$ cat src/rtl/handshake_receiver.sv
// handshake_receiver: four-phase dav_/rfd responder feeding a DEPTH-entry FIFO.
// Optional: define DAV_SYNC_EN to pass dav_ through a two-flop synchronizer
// (reset to 1), adding two cycles of latency to every FSM decision.
module handshake_receiver #(
    parameter int WIDTH = 8,
    parameter int DEPTH = 4
) (
    input  logic                       clock,
    input  logic                       reset,
    input  logic                       dav_,
    input  logic [WIDTH-1:0]           byte_in,
    output logic                       rfd,
    output logic [WIDTH-1:0]           data_out,
    output logic                       out_valid,
    input  logic                       out_ack,
    output logic [$clog2(DEPTH):0]     count
);

    localparam int AW = $clog2(DEPTH);
    localparam int CW = AW + 1;

    typedef enum logic [1:0] {
        S_SETTLE,
        S_READY,
        S_BUSY,
        S_FULL
    } state_t;

    state_t            state, state_next;
    logic              dav_s;
    logic              wr_en;
    logic              pop_en;
    logic [CW-1:0]     count_next;
    logic [AW-1:0]     head, tail;
    logic [WIDTH-1:0]  mem [DEPTH];

`ifdef DAV_SYNC_EN
    logic dav_meta;

    // Two-flop synchronizer; idles at 1 so reset never looks like a request
    always_ff @(posedge clock or posedge reset) begin
        if (reset) begin
            dav_meta <= 1'b1;
            dav_s    <= 1'b1;
        end else begin
            dav_meta <= dav_;
            dav_s    <= dav_meta;
        end
    end
`else
    assign dav_s = dav_;
`endif

    assign wr_en     = (state == S_READY) && !dav_s;
    assign pop_en    = out_valid && out_ack;
    assign out_valid = (count != '0);
    assign data_out  = mem[head];

    // Occupancy after this edge's write/pop; steers the BUSY/FULL exits
    always_comb begin
        count_next = count;
        case ({wr_en, pop_en})
            2'b10:   count_next = count + 1'b1;
            2'b01:   count_next = count - 1'b1;
            default: count_next = count;
        endcase
    end

    // Next-state logic for the responder side of the handshake
    always_comb begin
        state_next = state;
        case (state)
            S_SETTLE: if (dav_s) state_next = S_READY;
            S_READY:  if (!dav_s) state_next = S_BUSY;
            S_BUSY:   if (dav_s) state_next = (count_next < CW'(DEPTH)) ? S_READY : S_FULL;
            S_FULL:   if (count_next < CW'(DEPTH)) state_next = S_READY;
            default:  state_next = S_SETTLE;
        endcase
    end

    // State register; rfd is registered alongside it so it tracks S_READY exactly
    always_ff @(posedge clock or posedge reset) begin
        if (reset) begin
            state <= S_SETTLE;
            rfd   <= 1'b0;
        end else begin
            state <= state_next;
            rfd   <= (state_next == S_READY);
        end
    end

    // FIFO storage, pointers and occupancy
    always_ff @(posedge clock or posedge reset) begin
        if (reset) begin
            head  <= '0;
            tail  <= '0;
            count <= '0;
            for (int unsigned i = 0; i < DEPTH; i++) begin
                mem[i] <= '0;
            end
        end else begin
            count <= count_next;
            if (wr_en) begin
                mem[tail] <= byte_in;
                tail      <= tail + 1'b1;
            end
            if (pop_en) begin
                head <= head + 1'b1;
            end
        end
    end

endmodule
$ cat config.mk
export PLATFORM = sky130hd
export DESIGN_NAME = handshake_receiver
export DESIGN_NICKNAME = d
export VERILOG_FILES = /design/src/rtl/handshake_receiver.sv
export SDC_FILE = /design/constraint.sdc
export NUM_CORES = 1
export LEC_CHECK = 0
export CAP_MARGIN = 20
export CORE_MARGIN = 5
export CORE_UTILIZATION = 30
export DETAILED_ROUTE_END_ITERATION = 16
export PLACE_DENSITY = 0.55
export SLEW_MARGIN = 5
export SYNTH_ARGS = -nofsm -noshare
export SYNTH_HDL_FRONTEND = slang
export SYNTH_SLANG_ARGS = --single-unit
$ cat constraint.sdc
create_clock -name clock -period 2.7 [get_ports clock]
set_input_delay 0.405 -clock clock [delete_from_list [all_inputs] [get_ports clock]]
set_output_delay 0.405 -clock clock [all_outputs]
set_load 0.01 [all_outputs]
==> flow_summary_export.csv <==
group,metric,value,unit
clock_network,post_cts_buffers,0,
pwr,leakage,1.010,nW
clock_network,tritoncts,"yes",
synthesis,synthAdderAreaFrac,4.253,%
clock_network,cts_sinks,42,
synthesis,synthesis.area,1942,um2
global_routing,grtUsageTotal,9.928,%
critical_path,path_cells,"clkdlybuf4s50_1 -> nor3b_4 -> inv_1 -> ha_1 -> fa_1 -> xnor2_1 -> mux2i_1 -> or4_1",
die,core,6314,um2
global_routing,grt_pass1_wl,6492,um
run,drv_cap,0,
timing,finalCritPeriodShare,91.11,%
critical_path,cp_num_buf_inv,2,
critical_path,crit_start,"dav_",
place,dp_cells,226,
global_routing,grt_max_degree,43,
detailed_routing,routed_wirelength,3686,um
die,die-area,8182,um2
critical_path,crit_arrival,2620,ps
critical_path,crit_family,"simple AND/OR/NAND/NOR gates",
critical_path,cp_data_required_time,2860,ps
timing,maxSlewHeadroom,63.63,%
layout,fin_cells,234,
synthesis,yosys.area_share.xor_xnor,2.706,%
detailed_routing,initialDrtViolationCount,50,
place,port-buffer-count,24,
die,initial_core_util,30.76,%
timing,finalSetupViolations,0,
timing,slew_viol_final,0,
layout,nets,174,
layout,drive_gt1_share,35.03,%
critical_path,r2r_start,"count[0]",
critical_path,critPathLaunchType,"primary input",
timing,timing.final.ws_setup,239.9,ps
detailed_routing,via_per_inst,4.709,
synthesis,synth_top_flop_cell,"dfrtp_1",
global_routing,grt_pass1_vias,1292,
synthesis,synth_cells,124,
detailed_routing,post_drt_wl_per_cell,15.75,um
synthesis,synthMuxAreaShare,28.93,%
die,fp-row-count,29,
synthesis,synth_simple_gate_area_share,5.284,%
synthesis,yosysTopAreaCell,"dfrtp_1",
die,ios,25,
synthesis,ys_ff_latch,42,
synthesis,synth_top_area_share,54.12,%
layout,final_cell_mix,"dfrtp_1, mux2_2, clkdlybuf4s50_1, mux4_2, buf_4",
critical_path,worstPathMaxFanout,2,
clock_network,clk_pin_slew,70,ps
detailed_routing,firstDrtPassIters,4,
synthesis,synth_top_family_by_area,"multiplexers",
critical_path,reg2reg_slack,280,ps
timing,timing.fmax,406.5,MHz
critical_path,cp-end-kind,"flip-flop",
die,dieWidth,90.46,um
worst_hold_path,min_path_type,"reg2reg",
synthesis,ys_types,24,
detailed_routing,ant_nets,0,
critical_path,cp.depth,8,
timing,rsz0062_at_grt,"no",
critical_path,cpPeakStageDelay,500,ps
clock_network,hold_buffers,0,
synthesis,synthArstFlopShare,100.0,%
worst_hold_path,min_from,"mem[15]",
clock_network,insertion_delay,290,ps
critical_path,path_class,"in2reg",
timing,fin_tns_setup,0,ps
layout,areaGrowthSynthToFinish,23.00,%
detailed_routing,num_vias,1102,
timing,fin_skew,10.25,ps
detailed_routing,drc,0,
synthesis,synth_compound_area_share,1.095,%
run_status,outcome,"finished, final reports clean",
synthesis,yosys_warnings,0,
clock_network,postCtsResizedCells,0,
synthesis,synth-edff-count,0,
critical_path,slowest_stage,"or4_1",
pwr,peakVddDrop,0.5490,mV
synthesis,synth_nets,142,
critical_path,r2r_cells,6,
clock_network,clockBufferDepth,2,
worst_hold_path,holdPathStages,1,
global_routing,grt_antenna_before_repair,0,
timing,hold_violations,0,
timing,tightest_slew,545.5,ps
pwr,powerDensity,1233,nW/um2
place,gp_congestion,0.7925,
synthesis,ys_seq_area_share,54.12,%
clock_network,root_buffer,"clkbuf_8",
clock_network,numCtsBuffers,5,
timing,final.min_clock_period,2460,ps
synthesis,synthTopCellsByArea,"dfrtp_1, mux2_2, mux4_2",
layout,final_common_cell,"dfrtp_1",
layout,diodes,0,
clock_network,h-tree-depth,2,
place,dp_hpwl,2575,um
die,dieHeight,90.46,um
synthesis,avgSynthCellArea,15.66,um2
pwr,p_total,2.945,mW
global_routing,grt.overflow.total,0,
place,place_ws,-80.03,ps
-- power breakdown --
group          switching, mW  total, mW  internal [mW]
clock network          0.218      0.495          0.277
logic                  0.444       1.28          0.832
registers              0.230       1.17          0.944
-- kinds of logic after synthesis --
group                      Yosys count
muxes                               42
DFF                                 42
and+or+nand+nor                     15
buffers and inverters               10
xor gates and xnor gates             6
adders and majority gates            6
AOI/OAI and AO/OA                    3
-- cell usage after synthesis (2+ instances only) --
library cell	number
and2_1	4
buf_2	2
buf_6	4
dfrtp_1	42
ha_1	5
inv_1	4
mux2_1	3
mux2_2	30
mux4_2	8
nand2_1	3
nor3b_1	2
xnor2_1	4
xor2_1	2
-- stage by stage --
stage | utilization, % | hold slack, ps | instance area (um2)
2_1_floorplan | - | 452.4 | 1942
3_3_place_gp | 36.05 | 464.0 | 2276
3_5_place_dp | 36.05 | 477.8 | 2276
4_1_cts | 37.83 | 497.7 | 2389
5_1_grt | 37.83 | 516.8 | 2389
6_report | 37.83 | 489.8 | 2389
-- final cells by class --
| class | instances | area (um2) |
|---|---|---|
| Clock buffer | 5 | 68.82 |
| Multi-Input combinational cell | 72 | 820.8 |
| Clock inverter | 3 | 43.79 |
| Sequential cell | 42 | 1051 |
| Tap cell | 77 | 96.34 |
| Inverter | 4 | 15.01 |
| Fill cell | 614 | 3925 |
| Timing Repair Buffer | 31 | 292.8 |
-- registers in the layout, summed over array words and instances, names as in the netlist --
signal  cells
mem        32
count       3
head        2
state       2
tail        2
rfd         1
-- layer usage --
metal	track usage [%]	vias up	routed length, um
met5	0	-	0
met4	2.233	0	17
met3	3.583	2	188
met2	16.46	26	1773
met1	12.39	571	1706
li1	-	503	-
-- path summary, 6_finish.rpt --
| check | end |
|---|---|
| min in group asynchronous | count[0] |
| setup / recovery | state[1] |
| setup reg to reg | state[1] |
| hold / removal | mem[15] |
| max in group asynchronous | mem[7] |
| hold reg to reg | mem[15] |
(Power assumes the default switching activity.)
